--- config.mk ---
export PLATFORM = sky130hd
export DESIGN_NAME = rv_decode_stage
export DESIGN_NICKNAME = d
export VERILOG_FILES = /design/src/rtl/rv_pkg.sv /design/src/rtl/rv_decode_comb.sv /design/src/rtl/rv_decode_stage.sv
export SDC_FILE = /design/constraint.sdc
export NUM_CORES = 1
export LEC_CHECK = 0
export CORE_MARGIN = 5
export CORE_UTILIZATION = 55
export DETAILED_ROUTE_END_ITERATION = 6
export MAX_ROUTING_LAYER = met4
export PLACE_DENSITY = 0.83
export REMOVE_ABC_BUFFERS = 1
export SLEW_MARGIN = 5
export SYNTH_ARGS = -nofsm -noshare
export SYNTH_HDL_FRONTEND = slang
export SYNTH_HIERARCHICAL = 1
export SYNTH_SLANG_ARGS = --single-unit
--- constraint.sdc ---
create_clock -name i_clk -period 7.5 [get_ports i_clk]
set_input_delay 0.75 -clock i_clk [delete_from_list [all_inputs] [get_ports i_clk]]
set_output_delay 0.75 -clock i_clk [all_outputs]
set_load 0.005 [all_outputs]
--- src/rtl/rv_pkg.sv ---
// Shared RV32 decode types: decoded bundle, ALU/compare/mul codes, operand and result selects, opcodes.
package rv_pkg;

  localparam int unsigned XLEN  = 32;
  localparam int unsigned PC_W  = 30;
  localparam int unsigned REG_W = 5;
  localparam int unsigned ALU_W = 5;

  // Major opcodes
  localparam logic [6:0] OPC_LOAD     = 7'b0000011;
  localparam logic [6:0] OPC_MISC_MEM = 7'b0001111;
  localparam logic [6:0] OPC_OP_IMM   = 7'b0010011;
  localparam logic [6:0] OPC_AUIPC    = 7'b0010111;
  localparam logic [6:0] OPC_STORE    = 7'b0100011;
  localparam logic [6:0] OPC_OP       = 7'b0110011;
  localparam logic [6:0] OPC_LUI      = 7'b0110111;
  localparam logic [6:0] OPC_BRANCH   = 7'b1100011;
  localparam logic [6:0] OPC_JALR     = 7'b1100111;
  localparam logic [6:0] OPC_JAL      = 7'b1101111;
  localparam logic [6:0] OPC_SYSTEM   = 7'b1110011;

  localparam logic [6:0] F7_BASE   = 7'b0000000;
  localparam logic [6:0] F7_ALT    = 7'b0100000;
  localparam logic [6:0] F7_MULDIV = 7'b0000001;

  // ALU_CTRL codes
  localparam logic [ALU_W-1:0] ALU_ADD  = 5'h00;
  localparam logic [ALU_W-1:0] ALU_SUB  = 5'h01;
  localparam logic [ALU_W-1:0] ALU_SLL  = 5'h02;
  localparam logic [ALU_W-1:0] ALU_SLT  = 5'h03;
  localparam logic [ALU_W-1:0] ALU_SLTU = 5'h04;
  localparam logic [ALU_W-1:0] ALU_XOR  = 5'h05;
  localparam logic [ALU_W-1:0] ALU_SRL  = 5'h06;
  localparam logic [ALU_W-1:0] ALU_SRA  = 5'h07;
  localparam logic [ALU_W-1:0] ALU_OR   = 5'h08;
  localparam logic [ALU_W-1:0] ALU_AND  = 5'h09;

  // ALU_CMP codes (branch comparisons)
  localparam logic [ALU_W-1:0] ALU_CMP_EQ  = 5'h10;
  localparam logic [ALU_W-1:0] ALU_CMP_NE  = 5'h11;
  localparam logic [ALU_W-1:0] ALU_CMP_LT  = 5'h12;
  localparam logic [ALU_W-1:0] ALU_CMP_GE  = 5'h13;
  localparam logic [ALU_W-1:0] ALU_CMP_LTU = 5'h14;
  localparam logic [ALU_W-1:0] ALU_CMP_GEU = 5'h15;

  // MUL codes: base plus funct3 (MUL, MULH, MULHSU, MULHU, DIV, DIVU, REM, REMU)
  localparam logic [ALU_W-1:0] ALU_MUL    = 5'h18;
  localparam logic [ALU_W-1:0] ALU_MULH   = 5'h19;
  localparam logic [ALU_W-1:0] ALU_MULHSU = 5'h1a;
  localparam logic [ALU_W-1:0] ALU_MULHU  = 5'h1b;
  localparam logic [ALU_W-1:0] ALU_DIV    = 5'h1c;
  localparam logic [ALU_W-1:0] ALU_DIVU   = 5'h1d;
  localparam logic [ALU_W-1:0] ALU_REM    = 5'h1e;
  localparam logic [ALU_W-1:0] ALU_REMU   = 5'h1f;

  typedef enum logic [1:0] {
    OP1_RS1  = 2'd0,
    OP1_PC   = 2'd1,
    OP1_ZERO = 2'd2
  } alu_src_op1_e;

  typedef enum logic [1:0] {
    OP2_RS2  = 2'd0,
    OP2_IMM  = 2'd1,
    OP2_FOUR = 2'd2
  } alu_src_op2_e;

  typedef enum logic [1:0] {
    RES_ALU   = 2'd0,
    RES_MEM   = 2'd1,
    RES_PC_P4 = 2'd2,
    RES_CSR   = 2'd3
  } result_src_e;

  typedef enum logic {
    PC_SEL_PC  = 1'b0,
    PC_SEL_RS1 = 1'b1
  } pc_sel_e;

  typedef struct packed {
    logic [REG_W-1:0] rs1;
    logic [REG_W-1:0] rs2;
    logic [REG_W-1:0] rd;
    logic [PC_W-1:0]  pc;
    logic [XLEN-1:0]  imm;
    logic [2:0]       funct3;
    logic [ALU_W-1:0] alu_ctrl;
    alu_src_op1_e     op1_sel;
    alu_src_op2_e     op2_sel;
    result_src_e      res_src;
    logic             reg_write;
    logic             mem_read;
    logic             mem_write;
    logic             jump;
    logic             branch;
    pc_sel_e          pc_sel;
    logic             is_mul;
    logic             is_csr;
    logic             inv_instr;
  } rv_dec_t;

  // Integer ALU op from funct3; alt selects SUB/SRA
  function automatic logic [ALU_W-1:0] alu_base(input logic [2:0] f3, input logic alt);
    case (f3)
      3'b000:  return alt ? ALU_SUB : ALU_ADD;
      3'b001:  return ALU_SLL;
      3'b010:  return ALU_SLT;
      3'b011:  return ALU_SLTU;
      3'b100:  return ALU_XOR;
      3'b101:  return alt ? ALU_SRA : ALU_SRL;
      3'b110:  return ALU_OR;
      default: return ALU_AND;
    endcase
  endfunction

  // Branch compare code from funct3
  function automatic logic [ALU_W-1:0] alu_cmp(input logic [2:0] f3);
    case (f3)
      3'b001:  return ALU_CMP_NE;
      3'b100:  return ALU_CMP_LT;
      3'b101:  return ALU_CMP_GE;
      3'b110:  return ALU_CMP_LTU;
      3'b111:  return ALU_CMP_GEU;
      default: return ALU_CMP_EQ;
    endcase
  endfunction

  function automatic logic [ALU_W-1:0] mul_code(input logic [2:0] f3);
    return ALU_MUL | {2'b00, f3};
  endfunction

endpackage

--- src/rtl/rv_decode_comb.sv ---
// Combinational RV32I(+M, +Zicsr) instruction decoder producing one rv_dec_t bundle.
module rv_decode_comb
  import rv_pkg::*;
#(
  parameter bit EN_M     = 1'b1,
  parameter bit EN_ZICSR = 1'b1
) (
  input  logic [XLEN-1:0] instr,
  input  logic [PC_W-1:0] pc,
  output rv_dec_t         dec_c
);

  logic [6:0]      opcode;
  logic [2:0]      f3;
  logic [6:0]      f7;
  logic [XLEN-1:0] imm_i, imm_s, imm_b, imm_u, imm_j;
  rv_dec_t         d;
  logic            legal;

  assign opcode = instr[6:0];
  assign f3     = instr[14:12];
  assign f7     = instr[31:25];

  // Immediate formats
  assign imm_i = {{20{instr[31]}}, instr[31:20]};
  assign imm_s = {{20{instr[31]}}, instr[31:25], instr[11:7]};
  assign imm_b = {{19{instr[31]}}, instr[31], instr[7], instr[30:25], instr[11:8], 1'b0};
  assign imm_u = {instr[31:12], 12'b0};
  assign imm_j = {{11{instr[31]}}, instr[31], instr[19:12], instr[20], instr[30:21], 1'b0};

  // Field decode; illegal words pass through with side-effect flags cleared
  always_comb begin
    legal      = 1'b1;
    d          = '0;
    d.rs1      = instr[19:15];
    d.rs2      = instr[24:20];
    d.rd       = instr[11:7];
    d.pc       = pc;
    d.funct3   = f3;
    d.alu_ctrl = ALU_ADD;
    d.op1_sel  = OP1_RS1;
    d.op2_sel  = OP2_RS2;
    d.res_src  = RES_ALU;
    d.pc_sel   = PC_SEL_PC;

    case (opcode)
      OPC_LOAD: begin
        legal       = (f3 != 3'b011) && (f3 != 3'b110) && (f3 != 3'b111);
        d.imm       = imm_i;
        d.op2_sel   = OP2_IMM;
        d.res_src   = RES_MEM;
        d.mem_read  = 1'b1;
        d.reg_write = 1'b1;
      end
      OPC_STORE: begin
        legal       = !f3[2] && (f3 != 3'b011);
        d.imm       = imm_s;
        d.op2_sel   = OP2_IMM;
        d.mem_write = 1'b1;
      end
      OPC_OP_IMM: begin
        if (f3 == 3'b001)      legal = (f7 == F7_BASE);
        else if (f3 == 3'b101) legal = (f7 == F7_BASE) || (f7 == F7_ALT);
        d.imm       = imm_i;
        d.op2_sel   = OP2_IMM;
        d.alu_ctrl  = alu_base(f3, (f3 == 3'b101) && instr[30]);
        d.reg_write = 1'b1;
      end
      OPC_OP: begin
        d.reg_write = 1'b1;
        if (f7 == F7_MULDIV) begin
          legal      = EN_M;
          d.is_mul   = 1'b1;
          d.alu_ctrl = mul_code(f3);
        end else if ((f7 == F7_BASE) ||
                     ((f7 == F7_ALT) && ((f3 == 3'b000) || (f3 == 3'b101)))) begin
          d.alu_ctrl = alu_base(f3, instr[30]);
        end else begin
          legal = 1'b0;
        end
      end
      OPC_LUI: begin
        d.imm       = imm_u;
        d.op1_sel   = OP1_ZERO;
        d.op2_sel   = OP2_IMM;
        d.reg_write = 1'b1;
      end
      OPC_AUIPC: begin
        d.imm       = imm_u;
        d.op1_sel   = OP1_PC;
        d.op2_sel   = OP2_IMM;
        d.reg_write = 1'b1;
      end
      OPC_BRANCH: begin
        legal      = (f3 != 3'b010) && (f3 != 3'b011);
        d.imm      = imm_b;
        d.alu_ctrl = alu_cmp(f3);
        d.branch   = 1'b1;
      end
      OPC_JAL: begin
        d.imm       = imm_j;
        d.op1_sel   = OP1_PC;
        d.op2_sel   = OP2_IMM;
        d.res_src   = RES_PC_P4;
        d.jump      = 1'b1;
        d.reg_write = 1'b1;
      end
      OPC_JALR: begin
        legal       = (f3 == 3'b000);
        d.imm       = imm_i;
        d.op2_sel   = OP2_IMM;
        d.res_src   = RES_PC_P4;
        d.pc_sel    = PC_SEL_RS1;
        d.jump      = 1'b1;
        d.reg_write = 1'b1;
      end
      OPC_MISC_MEM: begin
        legal = (f3[2:1] == 2'b00);
      end
      OPC_SYSTEM: begin
        if (EN_ZICSR && (f3 != 3'b000) && (f3 != 3'b100)) begin
          d.imm       = XLEN'(instr[19:15]);
          d.op2_sel   = OP2_IMM;
          d.res_src   = RES_CSR;
          d.is_csr    = 1'b1;
          d.reg_write = 1'b1;
        end else begin
          legal = 1'b0;
        end
      end
      default: legal = 1'b0;
    endcase

    if (d.rd == '0) d.reg_write = 1'b0;

    if (!legal) begin
      d.reg_write = 1'b0;
      d.mem_read  = 1'b0;
      d.mem_write = 1'b0;
      d.jump      = 1'b0;
      d.branch    = 1'b0;
      d.is_mul    = 1'b0;
      d.is_csr    = 1'b0;
      d.inv_instr = 1'b1;
    end
  end

  assign dec_c = d;

endmodule

--- src/rtl/rv_decode_stage.sv ---
// Decode pipeline stage: valid/ready handshake, optional one-entry skid buffer, registered bundle.
module rv_decode_stage
  import rv_pkg::*;
#(
  parameter bit EN_M     = 1'b1,
  parameter bit EN_ZICSR = 1'b1,
  parameter bit EN_SKID  = 1'b1
) (
  input  logic            i_clk,
  input  logic            i_reset,
  input  logic            i_flush,
  input  logic            i_valid,
  output logic            o_ready,
  input  logic [XLEN-1:0] i_instr,
  input  logic [PC_W-1:0] i_pc,
  output logic            o_valid,
  input  logic            i_ready,
  output rv_dec_t         o_dec
);

  logic [XLEN-1:0] mux_instr;
  logic [PC_W-1:0] mux_pc;
  rv_dec_t         mux_dec;
  logic            in_fire_c;
  logic            out_free_c;

  assign in_fire_c  = i_valid && o_ready;
  assign out_free_c = !o_valid || i_ready;

  rv_decode_comb #(
    .EN_M     (EN_M),
    .EN_ZICSR (EN_ZICSR)
  ) u_decode (
    .instr (mux_instr),
    .pc    (mux_pc),
    .dec_c (mux_dec)
  );

  if (EN_SKID) begin : g_skid
    logic            skid_full;
    logic [XLEN-1:0] skid_instr;
    logic [PC_W-1:0] skid_pc;

    // A held skid entry always takes precedence over the live input
    assign mux_instr = skid_full ? skid_instr : i_instr;
    assign mux_pc    = skid_full ? skid_pc    : i_pc;
    assign o_ready   = !skid_full;

    // Output register and skid entry update; reset beats flush beats transfers
    always_ff @(posedge i_clk) begin
      if (i_reset) begin
        o_valid    <= 1'b0;
        o_dec      <= '0;
        skid_full  <= 1'b0;
        skid_instr <= '0;
        skid_pc    <= '0;
      end else if (i_flush) begin
        o_valid   <= 1'b0;
        skid_full <= 1'b0;
      end else if (out_free_c) begin
        o_valid   <= skid_full || in_fire_c;
        skid_full <= 1'b0;
        if (skid_full || in_fire_c) o_dec <= mux_dec;
      end else if (in_fire_c) begin
        skid_instr <= i_instr;
        skid_pc    <= i_pc;
        skid_full  <= 1'b1;
      end
    end
  end else begin : g_noskid
    assign mux_instr = i_instr;
    assign mux_pc    = i_pc;
    assign o_ready   = out_free_c;

    // Single output register; ready passes straight through from downstream
    always_ff @(posedge i_clk) begin
      if (i_reset) begin
        o_valid <= 1'b0;
        o_dec   <= '0;
      end else if (i_flush) begin
        o_valid <= 1'b0;
      end else if (in_fire_c) begin
        o_valid <= 1'b1;
        o_dec   <= mux_dec;
      end else if (i_ready) begin
        o_valid <= 1'b0;
      end
    end
  end

endmodule
* Yosys cells after proc, flatten, opt, wreduce, memory -nomap -nowiden
Index checks and enable logic that the tools add are counted.
** Operators by class
- Eq/ne operators :: 25
- Muxes and demuxes :: 36
- Bitwise gates (word level) :: 2
- Reduce and logical (&&, ||, !) cells :: 32
** Operators by type and width (number)
- case mux 32 bit (6 select lines) :: 1
- case mux 5 bit (7 select lines) :: 2
- 2-to-1 mux 32 bit :: 1
- 2-to-1 mux 30 bit :: 1
- equality test 7 x 6 -> 1 bit (second input constant) :: 4
- equality test 7 bit (second input constant) :: 4
- 2-to-1 mux 5 bit :: 4
- 2-to-1 mux 1 bit :: 18
- case mux 3 bit (5 select lines) :: 1
- case mux 5 bit (3 select lines) :: 1
- equality test 7 x 5 -> 1 bit (second input constant) :: 2
- OR reduction 7 bit :: 2
- equality test 3 bit (second input constant) :: 4
- inequality test 3 bit (second input constant) :: 3
- case mux 1 bit (9 select lines) :: 1
- OR reduction 3 bit :: 3
- logical AND 1 bit :: 8
- OR reduction 2 bit :: 4
- equality test 7 x 1 -> 1 bit (second input constant) :: 1
- equality test 7 x 2 -> 1 bit (second input constant) :: 1
- equality test 7 x 4 -> 1 bit (second input constant) :: 1
- zero test 7 bit :: 1
- equality test 3 x 2 -> 1 bit (second input constant) :: 2
- inequality test 3 x 2 -> 1 bit (second input constant) :: 2
- 14 further kinds :: 23
** Word-level totals
- Register bits :: 164
- Output and inout bits :: 102

* Longest topological paths before layout
- Word-level depth :: 9
- Gate-level depth with buffers :: 13

* Cells and area by module
The synthesis kept the hierarchy.
** Modules (own cells, without submodules)
- rv_decode_stage :: instances 1, cells each 780, area each 8087.8 µm², seq. area each 3283.1 µm²
- rv_decode_comb :: instances 1, cells each 194, area each 1328.8 µm², seq. area each 0.0 µm²

* Least setup slack after synthesis
Ideal clock, no wire load.
- Path type :: register to register
- From :: register g_skid.skid_full
- To :: register o_dec[8] (netlist bit)
- Library setup time :: 0.072 ns
- Arrival time :: 2.522 ns
- Path slack :: 4.907 ns
- Stages on the path, launching flop included :: 14
- Path buffers :: 4
- Period minus slack after synthesis :: 2.593 ns
- Cell sequence :: dfxtp_1 buf_6 buf_2 mux2_2 buf_6 nor4bb_1 buf_4 and4b_4 nand4_2 o311ai_2 nor4b_4 a221oi_2 nand2b_1 mux2i_1
** RTL lines
- from (decl) :: line rv_decode_stage.sv:40 : logic skid_full;
- from (signal assigned) :: line rv_decode_stage.sv:54 : skid_full <= 1'b0;
- from (signal assigned) :: line rv_decode_stage.sv:59 : skid_full <= 1'b0;
- from (signal assigned) :: line rv_decode_stage.sv:62 : skid_full <= 1'b0;
- to (signal assigned) :: line rv_decode_stage.sv:63 : if (skid_full || in_fire_c) o_dec <= mux_dec;
- to (decl) :: line rv_decode_stage.sv:18 : output rv_dec_t o_dec

* Worst setup path in the final report
- From :: register g_skid.skid_full
- To :: register o_dec[16] (netlist bit)
** Between the ends
- Cells in the longest elaborated chain, start to end :: 8
- Elaborated cells between the ends (all ways) :: 28
- Classes of those cells :: eq/ne: 12; mux: 7; reduce/logical: 9
** Ends and longest elaborated chain
- parallel branches: the longest is 8 deep, another holds 2-to-1 mux 32 bit
Parallel ways; which one is timed is not known.
A chain may end at the register's enable or synchronous reset.

==> metrics.csv <==
stage,metric,value,unit
worst_setup_path,CP arrival,4090,ps
layout,# diodes,0,
die,die height,141,µm
layout,nets@finish,1114,
sta,clock skew,7.10,ps
layout,share of layout cells above drive strength 1,10.8,%
layout,design area,11200,µm²
worst_setup_path,CP Max Fanout,38,
die,initial core utilization,56.4,%
worst_setup_path,critical path required time,7850,ps
die,core area,16700,µm²
place,DP Area,10600,µm²
logic_synthesis,top_reg_cell synth,dfxtp_1,
global_routing,GRT overflow,0,
routing,wire length on met2,9740,µm
clocking,hold_buf cts,0,
logic_synthesis,Post-synth EDFFs,0,
global_routing,gr usage total,21.4,%
logic_synthesis,sequential area share after synthesis,34.9,%
clocking,Root Driver,clkbuf_16,
global_routing,first-pass GRT wire length,34000,µm
run_status,status,finished clean,
worst_setup_path,top cell family by delay on the critical path,buffers and inverters,
worst_setup_path,worst path cell trace,buf_4 -> nor2_1 -> nor3b_2 -> buf_4 -> buf_4 -> mux2i_1,
routing,WL final,20600,µm
power,Power Dens Cells,180,nW/µm²
logic_synthesis,asr flop ratio synth,0,%
power,Peak VDD IR,0.000154,V
routing,Post-Route M1 WL,9830,µm
logic_synthesis,area share of the largest cell type after synthesis,34.9,%
sta,final setup fails,0,
clocking,Sink Count,164,
sta,period utilization,49.9,%
routing,drt via density,5.11,
sta,setup TNS,0,ps
routing,wire length on met3,863,µm
logic_synthesis,top post-synthesis cells by area,"dfxtp_1, nand2b_1, mux2i_1, mux2_2, buf_4",
worst_setup_path,critical path class,register to register,
worst_setup_path,CP bufs+invs,3,
worst_setup_path,Crit. End Element,register,
die,# IOs,169,
sta,Max Fclk,267,MHz
logic_synthesis,Mapped Cells,974,
sta,setup slack after layout,3760,ps
logic_synthesis,largest area contributor in the netlist,dfxtp_1,
clocking,Post-CTS Setup Inserts,0,
global_routing,number of global-route vias before repair,6633,
sta,Slew HR,24.8,%
sta,Final Hold Viols,0,
die,Die X,141,µm
place,dpl ws,3710,ps
worst_setup_path,cell mode on critical path,buf_4,
flow_run,max_cap viols,0,
routing,DR top layer,met4,
sta,Worst-Margin Slew,1120,ps
layout,Synth-to-Final Area Change,18.6,%
sta,RSZ-0062 raised after global routing,no,
place,RD Place Congestion,0.929,
logic_synthesis,"Distinct cells, synth",54,
worst_setup_path,crit start category,register,
sta,Final Critical Period,3740,ps
routing,DRT iter0 DRCs,479,
clocking,Clock Path Buffers,2,
sta,Hold Slack,470,ps
routing,DRC,0,
routing,DR pass1 iterations,6,
clocking,Resized cells post-CTS,0,
clocking,worst skew pair latency,420,ps
clocking,H-tree depth,4,
logic_synthesis,Syn Area/Cell,9.67,µm²
place,post-DP HPWL,13700,µm
global_routing,antenna violations before repair,0,
worst_hold_path,Hold Crit Class,register to register,
die,floorplan row count,47,
place,IO Port Bufs,168,
logic_synthesis,Netlist Area Pre-Place,9420,µm²
clocking,CTS tree,done,
routing,DR vias,6536,
logic_synthesis,YS warnings,6,
sta,Max Slew Vio Count,0,
die,Die Area,19800,µm²
clocking,CTS Buf Count,17,
logic_synthesis,Seq cells post-synth,164,
clocking,CTS clock-pin slew for the worst setup and hold paths,60,ps
worst_setup_path,CP peak stage delay,920,ps
layout,final core occ,66.9,%
worst_setup_path,crit path max-delay cell type,nor3b_2,
routing,Avg WL per Cell,16.1,µm
power,P_leak,4.03,nW
global_routing,largest net degree at the start of global routing,177,
routing,post-route ant nets,0,
-- per-layer routing --
layer,up-vias,track usage (%)
li1,3334,-
met1,3027,27.9
met2,160,34.1
met3,15,4.98
met4,0,4.59
met5,-,-
-- power by group --
part / switching [W] / internal, W
combinational: 0.0000993 / 0.000135
clock: 0.000349 / 0.000530
sequential: 0.0000105 / 0.000890
total: 0.000458 / 0.00155
-- final timing paths --
| kind | cells after the start | startpoint | slack [ps] | to |
|---|---|---|---|---|
| setup / recovery | 6 | g_skid.skid_full$_SDFFE_PP0P_ | 3760 | o_dec[16]$_SDFFE_PP0P_ |
| setup reg to reg | 6 | g_skid.skid_full$_SDFFE_PP0P_ | 3760 | o_dec[16]$_SDFFE_PP0P_ |
| hold reg to reg | 2 | g_skid.skid_instr[1]$_SDFFE_PP0P_ | 470 | g_skid.skid_instr[1]$_SDFFE_PP0P_ |
| hold / removal | 2 | g_skid.skid_instr[1]$_SDFFE_PP0P_ | 470 | g_skid.skid_instr[1]$_SDFFE_PP0P_ |
-- area by class of cell --
class                   count  area (µm²)
flip-flops and latches    164        3290
repair buffers            174        1730
well taps                 220         275
multi-input cells         681        5270
fillers                  1385        5530
inverters                   9        33.8
clock buffers              22         454
clock inverters             8         128
-- worst register-to-register path: stages, from the launching register on --
cell and delay, ps:
dfxtp_4 630, buf_4 560, nor2_1 190, nor3b_2 920
buf_4 470, buf_4 620, mux2i_1 290
-- cell families after synthesis --
group,count (synthesis),share of synthesized area (%)
DFF,164,34.9
other,1,0.0398
muxes,225,24.7
buffers and inverters,129,9.27
AOI/OAI and AO/OA,58,4.58
and+or+nand+nor,397,26.5
-- synthesized netlist by cell type, drive strengths merged, types with 2 or more instances --
cell type	number
a211oi	2
nor2b	3
mux2i	163
inv	9
a21o	20
nor4b	2
a222oi	5
nand3	6
buf	85
o21ai	11
nand2	11
a21oi	7
mux2	62
nor3	6
and2	10
or3	2
clkbuf	35
o31ai	2
nand2b	325
o21a	2
dfxtp	164
nand4	4
or2b	2
nor4	2
nor2	17
-- cells in the final DEF, fill, tap and decap left out, types with 2 or more instances in the layout --
cell type        Yosys  routed
and2_1               8       8
nand4_1              3       3
mux2_2              62      62
o21ai_1              2       2
inv_1                9       9
or2b_2               2       2
nand2_1             11      11
a21o_1              19      19
mux2i_1            163     163
a21oi_1              6       6
buf_4               62       6
clkbuf_16            0      17
nor3_1               6       6
nand2b_1           324     324
dfxtp_1            164     163
clkinvlp_4           0       2
o21ai_0              9       9
clkdlybuf4s50_1      0     167
nor4b_4              2       2
a222oi_1             5       5
o31ai_1              2       2
o21a_1               2       2
nor2b_1              3       3
or3_1                2       2
nor2_1              17      17
a211oi_1             2       2
clkbuf_1            35       4
bufinv_16            0       3
nand3_1              5       5
-- sequential cells by signal, summed over array words and instances (netlist names) --
| signal | cells |
|---|---|
| g_skid.skid_instr | 32 |
| o_dec | 100 |
| g_skid.skid_full | 1 |
| g_skid.skid_pc | 30 |
| o_valid | 1 |
-- stage by stage --
stage	std cells	total power, W
2_1_floorplan	854	0.00107
3_3_place_gp	1248	0.00115
3_5_place_dp	1248	0.00115
4_1_cts	1278	0.00204
5_1_grt	1278	0.00209
6_report	1278	0.00201
Note: power is estimated with default switching activity, not from simulation.
